`config.mk`:
```
export PLATFORM = sky130hd
export DESIGN_NAME = mem_access_ctrl
export DESIGN_NICKNAME = d
export VERILOG_FILES = /design/src/rtl/mem_access_ctrl_pkg.sv /design/src/rtl/mem_access_ctrl_sat_counter.sv /design/src/rtl/mem_access_ctrl.sv
export SDC_FILE = /design/constraint.sdc
export NUM_CORES = 1
export LEC_CHECK = 0
export CAP_MARGIN = 20
export CORE_ASPECT_RATIO = 2
export CORE_UTILIZATION = 40
export CTS_CLUSTER_DIAMETER = 40
export DETAILED_ROUTE_END_ITERATION = 10
export PLACE_DENSITY = 0.77
export SLEW_MARGIN = 20
export SYNTH_ARGS = -nofsm -noshare
export SYNTH_HDL_FRONTEND = slang
export SYNTH_HIERARCHICAL = 1
export SYNTH_SLANG_ARGS = --single-unit
```
`constraint.sdc`:
```
create_clock -name clk_i -period 3.4 [get_ports clk_i]
set_input_delay 0.68 -clock clk_i [delete_from_list [all_inputs] [get_ports clk_i]]
set_output_delay 0.68 -clock clk_i [all_outputs]
set_load 0.03 [all_outputs]
```
`src/rtl/mem_access_ctrl_pkg.sv`:
```
// Shared definitions for the MEM-stage data-memory access controller.
//   state_e          : access sequencer states
//   TIMEOUT_DEFAULT  : default max cycles spent waiting in ACCESS
//   STALL_CNT_WIDTH  : default width of the stall-cycle counter
//   TMO_CNT_WIDTH    : width of the timeout counter (covers Timeout up to 255)
package mem_access_ctrl_pkg;

    typedef enum logic [1:0] {
        IDLE   = 2'd0,
        ACCESS = 2'd1,
        DONE   = 2'd2
    } state_e;

    localparam int unsigned TIMEOUT_DEFAULT = 16;
    localparam int unsigned STALL_CNT_WIDTH = 16;
    localparam int unsigned TMO_CNT_WIDTH   = 8;

endpackage

```
`src/rtl/mem_access_ctrl_sat_counter.sv`:
```
// Saturating up-counter with synchronous clear.
//   clk_i  : clock
//   rst_i  : asynchronous active-high reset (count -> 0)
//   clr_i  : synchronous clear, wins over inc_i
//   inc_i  : increment by one unless already all-ones
//   cnt_o  : current count
module mem_access_ctrl_sat_counter #(
    parameter int unsigned W = 8
) (
    input  logic         clk_i,
    input  logic         rst_i,
    input  logic         clr_i,
    input  logic         inc_i,
    output logic [W-1:0] cnt_o
);

    logic [W-1:0] cnt_q;
    logic [W-1:0] cnt_d;

    always_comb begin
        cnt_d = cnt_q;
        if (clr_i) begin
            cnt_d = '0;
        end else if (inc_i && (cnt_q != {W{1'b1}})) begin
            cnt_d = cnt_q + {{(W-1){1'b0}}, 1'b1};
        end
    end

    always_ff @(posedge clk_i or posedge rst_i) begin
        if (rst_i) begin
            cnt_q <= '0;
        end else begin
            cnt_q <= cnt_d;
        end
    end

    assign cnt_o = cnt_q;

endmodule

```
`src/rtl/mem_access_ctrl.sv`:
```
// MEM-stage data-memory access sequencer.
// Turns the single-cycle load/store intent from EX/MEM into a req/ready
// handshake, freezes the upstream pipeline while the access is in flight,
// and bounds every access with a timeout.
//
// state  | meaning
// IDLE   | no access in flight; a load/store request freezes combinationally
// ACCESS | dmem_req high, waiting for ready or timeout
// DONE   | access finished; frozen instruction moves into MEM/WB
//
// Ports:
//   clk_i, rst_i              : clock, async active-high reset
//   mem_read_en_i/write_en_i  : MEM-stage load / store intent
//   alu_res_i, store_data_i   : address and store operand from EX/MEM
//   dmem_req_o/we_o/addr_o/wdata_o : request to data memory
//   dmem_rdata_i, dmem_ready_i: response from data memory
//   freeze_o                  : hold PC, IF/ID, ID/EX, EX/MEM
//   memwb_en_o                : MEM/WB register enable
//   data_memory_out_o         : load data for MEM/WB
//   access_err_o              : sticky timeout flag
//   stall_cycles_o            : saturating count of frozen cycles
module mem_access_ctrl
    import mem_access_ctrl_pkg::*;
#(
    parameter int unsigned Width         = 32,
    parameter int unsigned Timeout       = TIMEOUT_DEFAULT,
    parameter int unsigned StallCntWidth = STALL_CNT_WIDTH
) (
    input  logic                     clk_i,
    input  logic                     rst_i,
    input  logic                     mem_read_en_i,
    input  logic                     mem_write_en_i,
    input  logic [Width-1:0]         alu_res_i,
    input  logic [Width-1:0]         store_data_i,
    output logic                     dmem_req_o,
    output logic                     dmem_we_o,
    output logic [Width-1:0]         dmem_addr_o,
    output logic [Width-1:0]         dmem_wdata_o,
    input  logic [Width-1:0]         dmem_rdata_i,
    input  logic                     dmem_ready_i,
    output logic                     freeze_o,
    output logic                     memwb_en_o,
    output logic [Width-1:0]         data_memory_out_o,
    output logic                     access_err_o,
    output logic [StallCntWidth-1:0] stall_cycles_o
);

    localparam logic [TMO_CNT_WIDTH-1:0] TMO_LAST = TMO_CNT_WIDTH'(Timeout - 1);

    state_e             state_q, state_d;
    logic               we_q, we_d;
    logic [Width-1:0]   addr_q, addr_d;
    logic [Width-1:0]   wdata_q, wdata_d;
    logic [Width-1:0]   rdata_q, rdata_d;
    logic               err_q, err_d;

    logic                     req_seen;
    logic                     tmo_clr;
    logic                     tmo_inc;
    logic                     tmo_hit;
    logic [TMO_CNT_WIDTH-1:0] tmo_cnt;

    // Gate with rst so freeze drops asynchronously even if EX/MEM still
    // presents a memory instruction during reset.
    assign req_seen = ~rst_i & (mem_read_en_i | mem_write_en_i);

    assign tmo_clr = (state_q == IDLE) & req_seen;
    assign tmo_inc = (state_q == ACCESS) & ~dmem_ready_i;
    assign tmo_hit = tmo_inc & (tmo_cnt == TMO_LAST);

    mem_access_ctrl_sat_counter #(.W(TMO_CNT_WIDTH)) u_tmo_cnt (
        .clk_i (clk_i),
        .rst_i (rst_i),
        .clr_i (tmo_clr),
        .inc_i (tmo_inc),
        .cnt_o (tmo_cnt)
    );

    mem_access_ctrl_sat_counter #(.W(StallCntWidth)) u_stall_cnt (
        .clk_i (clk_i),
        .rst_i (rst_i),
        .clr_i (1'b0),
        .inc_i (freeze_o),
        .cnt_o (stall_cycles_o)
    );

    always_comb begin
        state_d  = state_q;
        we_d     = we_q;
        addr_d   = addr_q;
        wdata_d  = wdata_q;
        rdata_d  = rdata_q;
        err_d    = err_q;
        freeze_o = 1'b0;
        unique case (state_q)
            IDLE: begin
                if (req_seen) begin
                    freeze_o = 1'b1;
                    addr_d   = alu_res_i;
                    wdata_d  = store_data_i;
                    // Write wins when both intents are present.
                    we_d     = mem_write_en_i;
                    state_d  = ACCESS;
                end
            end
            ACCESS: begin
                freeze_o = 1'b1;
                if (dmem_ready_i) begin
                    if (!we_q) rdata_d = dmem_rdata_i;
                    state_d = DONE;
                end else if (tmo_hit) begin
                    err_d = 1'b1;
                    if (!we_q) rdata_d = '0;
                    state_d = DONE;
                end
            end
            DONE: begin
                state_d = IDLE;
            end
            default: begin
                state_d = IDLE;
            end
        endcase
    end

    always_ff @(posedge clk_i or posedge rst_i) begin
        if (rst_i) begin
            state_q <= IDLE;
            we_q    <= 1'b0;
            addr_q  <= '0;
            wdata_q <= '0;
            rdata_q <= '0;
            err_q   <= 1'b0;
        end else begin
            state_q <= state_d;
            we_q    <= we_d;
            addr_q  <= addr_d;
            wdata_q <= wdata_d;
            rdata_q <= rdata_d;
            err_q   <= err_d;
        end
    end

    assign dmem_req_o        = (state_q == ACCESS);
    assign dmem_we_o         = we_q;
    assign dmem_addr_o       = addr_q;
    assign dmem_wdata_o      = wdata_q;
    assign memwb_en_o        = ~freeze_o;
    assign data_memory_out_o = rdata_q;
    assign access_err_o      = err_q;

endmodule

```
Yosys cells after proc, flatten, opt, wreduce, memory -nomap -nowiden
Cells that the tools add are included.

storage, ports and cells
  register bits after elaboration = 124
  input bits = 101
  output and inout port bits = 117
  word-level logic and storage cells = 46

cells by class
  add/subtract/negate cells = 2
  equality and inequality tests = 6
  muxes and demuxes = 12
  bitwise operators = 9
  reduce and logical (&&, ||, !) cells = 9

operators by type and width
  operator                                                                  count
  32-bit 2-to-1 mux                                                         4
  16-bit by 1-bit adder with 16-bit output (second input constant)          1
  8-bit 2-to-1 mux                                                          2
  16-bit inequality test (second input constant)                            1
  8-bit by 1-bit adder with 8-bit output (second input constant)            1
  8-bit by 4-bit == test with 1-bit output (second input constant)          1
  8-bit inequality test (second input constant)                             1
  2-bit 2-to-1 mux                                                          3
  3-bit AND reduction                                                       2
  1-bit AND                                                                 4
  1-bit NOT                                                                 4
  2-bit case mux with 2 select lines                                        1
  2-bit AND reduction                                                       2
  2-bit nonzero test                                                        2
  3-bit by 1-bit inequality test with 1-bit output (second input constant)  1
  2-bit by 1-bit == test with 1-bit output (second input constant)          1
  1-bit logical AND                                                         2
  2-bit logical NOT                                                         1
  2-bit inequality test (second input constant)                             1
  1-bit case mux with 2 select lines                                        1
  1-bit 2-to-1 mux                                                          1
  1-bit bitwise OR                                                          1

Logic depth before layout (Yosys ltp)
  depth after elaboration = 6
  mapped depth = 10
  mapped depth without buffers = 7

Hierarchy
Netlist, hierarchy kept.

by module, submodules not included
  module                                     instances  cells each  area each (um2)  sequential area each (um2)
  mem_access_ctrl                            1          302         4179.0           2502.4
  mem_access_ctrl_sat_counter (u_stall_cnt)  1          101         932.1            400.4
  mem_access_ctrl_sat_counter (u_tmo_cnt)    1          49          504.2            200.2

Worst setup path after synthesis
OpenSTA, ideal clock, no wires.

  kind = input -> register
  start point = in rst_i
  end point = reg u_stall_cnt.cnt_q[13], in the netlist u_stall_cnt/cnt_o[13]
  setup time = 0.077 ns
  arrival = 2.807 ns
  required time = 3.323 ns
  setup slack = 0.516 ns
  stages = 8
  path buffers = 1
  cells stage by stage = o21bai_1 > nor2b_1 > nor2_1 > clkbuf_2 > nand3_1 > or4_4 > or4_1 > a21oi_1

between the ends
  word-level cells in the longest chain between the ends = 5

RTL lines
  what                                line                               source
  start, declared                     mem_access_ctrl.sv:30              input logic rst_i,
  1-bit NOT                           mem_access_ctrl.sv:65              assign req_seen = ~rst_i & (mem_read_en_i | mem_write_en_i);
  1-bit AND                           mem_access_ctrl.sv:65
  1-bit 2-to-1 mux                    mem_access_ctrl.sv:97              if (req_seen) begin
  1-bit case mux with 2 select lines  mem_access_ctrl.sv:95              unique case (state_q)
  net freeze_o                        mem_access_ctrl.sv:41              output logic freeze_o,
  1-bit logical AND                   mem_access_ctrl_sat_counter.sv:24  end else if (inc_i && (cnt_q != {W{1'b1}})) begin
  end signal, assigned                mem_access_ctrl_sat_counter.sv:33  cnt_q <= cnt_d;
  end, declared                       mem_access_ctrl_sat_counter.sv:17  logic [W-1:0] cnt_q;

The timed path passes the listed nets, and every way through them passes these cells.
A chain may end at the register's enable or synchronous reset.

Final worst setup path
  start point = in rst_i
  end point = out freeze_o

between the ends
  word-level cells in the longest chain between the ends = 4

RTL lines
  what                                line
  1-bit NOT                           mem_access_ctrl.sv:65
  1-bit AND                           mem_access_ctrl.sv:65
  1-bit 2-to-1 mux                    mem_access_ctrl.sv:97
  1-bit case mux with 2 select lines  mem_access_ctrl.sv:95
  end, declared                       mem_access_ctrl.sv:41

Every way passes these cells.

==> summary.md <==
| Metric | Value |
|---|---|
| Clock sinks | `124` |
| Yosys top cell by area | `dfrtp_1` |
| Insertion delay of the later-clocked pin in the worst-skew pair | `slightly above 400 ps` |
| Ys Warns | `6` |
| Critical Path AT | `between 2000 and 2500 ps` |
| Worst Path Max Fanout | `3` |
| H-tree depth | `4` |
| PD cells | `roughly 800 nW/µm²` |
| Sequential power share | `0.321` |
| Post-DP HPWL | `approximately 12 mm` |
| Max-cap viol count | `0` |
| Drt via density | `5.33` |
| Area of placed instances | `around 8000 µm²` |
| Prevailing post-synth register cell | `dfrtp_1` |
| Slew Viols, Final | `0` |
| Actual slew at the worst max-slew pin | `around 730 ps` |
| CTS max path bufs | `2` |
| Non-filler cells in the finished layout | `between 800 and 900` |
| CP Launch Type | `input port` |
| Leakage | `~3.6 nW` |
| Routed Wire Length | `about 16 mm` |
| Routability-driven placement congestion ratio | `just over 0.8` |
| Vias in the first global route | `just under 5k` |
| Share of cells above drive strength 1 | `0.182` |
| Pin count of the biggest net entering global routing | `between 60 and 70` |
| Max-Slew Margin vs Limit | `0.512` |
| GRT Total Usage | `0.226` |
| Final Critical Period | `between 3000 and 4000 ps` |
| Net load switching power | `between 2 and 2.5 mW` |
| Setup TNS | `0 ps` |
| Post-route DRC | `0` |
| Gate power share | `0.395` |
| Die width | `between 80 and 90 µm` |
| Post-Syn Area | `between 5000 and 6000 µm²` |
| Core area | `between 10000 and 15000 µm²` |
| Root Driver | `clkbuf_16` |
| Clock share of power | `0.284` |
| Cts repair resizes | `0` |
| Total grt overflow | `0` |
| Synth async-reset ratio | `1.00` |
| Synthesized Nets | `555` |
| Rows | `60` |
| Count leader, synth | `dfrtp_1` |
| Synth top cells by count | `124 x dfrtp_1, 39 x mux2_2, 38 x o21ai_0, 35 x nand2b_1` |
| Sequential share of the synthesized area | `0.553` |
| #FFs+latches synth | `approximately 120` |
| Final hold vios | `0` |
| RSZ-0062 raised after global routing | `no` |
| Worst EP required | `between 2000 and 3000 ps` |
| Synth top area share | `0.553` |
| Area Overhead vs Synth | `53.3%` |
| Worst-path clk slew | `~50 ps` |
| Initial antenna violation count | `0` |
| Post CTS Setup Buffer Count | `0` |
| Post-DR wirelength/cell | `~19 µm` |
| Drt first pass iters | `4` |
| CTS tree | `done` |
| First-pass GRT wire length | `approximately 25 mm` |
| Number of diodes | `0` |
| HP Class | `register to register` |
| Area of the die | `14500 µm²` |
| Via count | `roughly 4.6k` |
| Post-place setup slack | `around 330 ps` |
| Avg Cell Area, Syn | `12.4 µm²` |
| Post-route design area | `between 8000 and 9000 µm²` |
| EDFF count, synth | `0` |
| Status | `finished clean` |
| Drt initial violations | `between 200 and 300` |
| Synth cell types | `approximately 50` |
| # nets final | `between 700 and 800` |
| Synth area leaders | `dfrtp_1 55%, mux2_4 8.6%, mux2_2 7.8%, a22oi_1 4.3%, nand2b_1 3.9%` |
| DP Cell Count | `around 840` |
| Cell-internal power | `4.45 mW` |
| Final Skew | `roughly 11 ps` |
| Fmax | `between 300 and 400 MHz` |
| Num CTS Buffers | `17` |
| Worst-case vdd ir drop | `~0.00048 V` |
| IO Pins | `roughly 220` |
| CTS Hold Bufs | `0` |
| Post-DRT Antenna Nets | `0` |
| Mapped Cells | `452` |
| Sw frac | `0.350` |
| Setup ws final | `between 300 and 400 ps` |
| Critical path type | `input port to output pin` |
| Final period util | `0.897` |
| CP Capture Type | `output pin` |
| Die H | `170 µm` |
| Final setup fails | `0` |
| Port bufs | `217` |
| Initial core utilization | `0.413` |
[cell usage in the layout (no fill, tap or decap), types with 11 or more instances in the layout]
cell	count
dfrtp_1	124
clkbuf_16	17
nand2_1	11
o21ai_0	38
clkdlybuf4s50_1	217
a21oi_1	14
a22oi_1	32
mux2_2	39
nand2b_1	35
mux2_4	32
[power groups by stage]
| stage | Sequential [mW] | Clock (mW) | Combinational, mW |
|---|---|---|---|
| 2_1_floorplan | 2.98 | 0 | 0.748 |
| 3_3_place_gp | 2.19 | 0 | 2.67 |
| 3_5_place_dp | 2.22 | 0 | 2.71 |
| 4_1_cts | 2.20 | 1.98 | 2.73 |
| 5_1_grt | 2.25 | 2.05 | 2.82 |
| 6_report | 2.20 | 1.95 | 2.70 |
[critical path: stages]
cell and delay (ps):
clkdlybuf4s50_1 420, o21bai_1 180, nor2b_1 150, nor2_1 220
clkdlybuf4s50_1 720
[state kept, by name, summed over array words and instances (netlist names)]
register           count
state_q                2
data_memory_out_o     32
u_stall_cnt/cnt_o     16
dmem_wdata_o          32
dmem_addr_o           32
u_tmo_cnt/cnt_o        8
access_err_o           1
dmem_we_o              1
[worst paths after layout]
kind	cells past startpoint	slack, ps	end	startpoint
worst min register to register	1	470	access_err_o	access_err_o
max in group asynchronous	4	1920	data_memory_out_o[14]	rst_i
worst max-delay path	5	350	freeze_o	rst_i
worst min-delay path	1	470	access_err_o	access_err_o
min in group asynchronous	3	720	u_tmo_cnt/cnt_o[6]	rst_i
worst max register to register	5	1210	u_stall_cnt/cnt_o[13]	state_q[1]
[routing by layer]
metal	up-vias	track usage	routed length [µm]	share of wire
met5	-	0	0	0
met4	0	0.130	719	0.045
met3	49	0.0326	510	0.032
met2	187	0.427	9430	0.59
met1	2298	0.230	5430	0.34
li1	2085	-	-	-
[cell type report]
class                      count  area, µm²
timing repair buffer         225       2260
inverter                       7       28.8
fill                        1056       4980
sequential                   124       3100
tap                          186        233
clock inverter                13        189
clock buffer                  19        453
multi-input combinational    293       2340
[cells by family after synthesis]
| family | synth area share |
|---|---|
| buf+inv | 0.0339 |
| other cells | 0.000668 |
| fa+ha+maj | 0.00446 |
| flops | 0.553 |
| simple gates | 0.125 |
| compound gates | 0.116 |
| mux | 0.167 |
[metrics by stage]
stage | power (mW) | util | hold WS [ps]
floorplan | 3.73 | - | 496
global placement | 4.85 | 0.586 | 443
detailed placement | 4.93 | 0.586 | 457
CTS | 6.91 | 0.633 | 477
global route | 7.13 | 0.633 | 499
finish | 6.85 | 0.633 | 467
(Power assumes the default switching activity.)
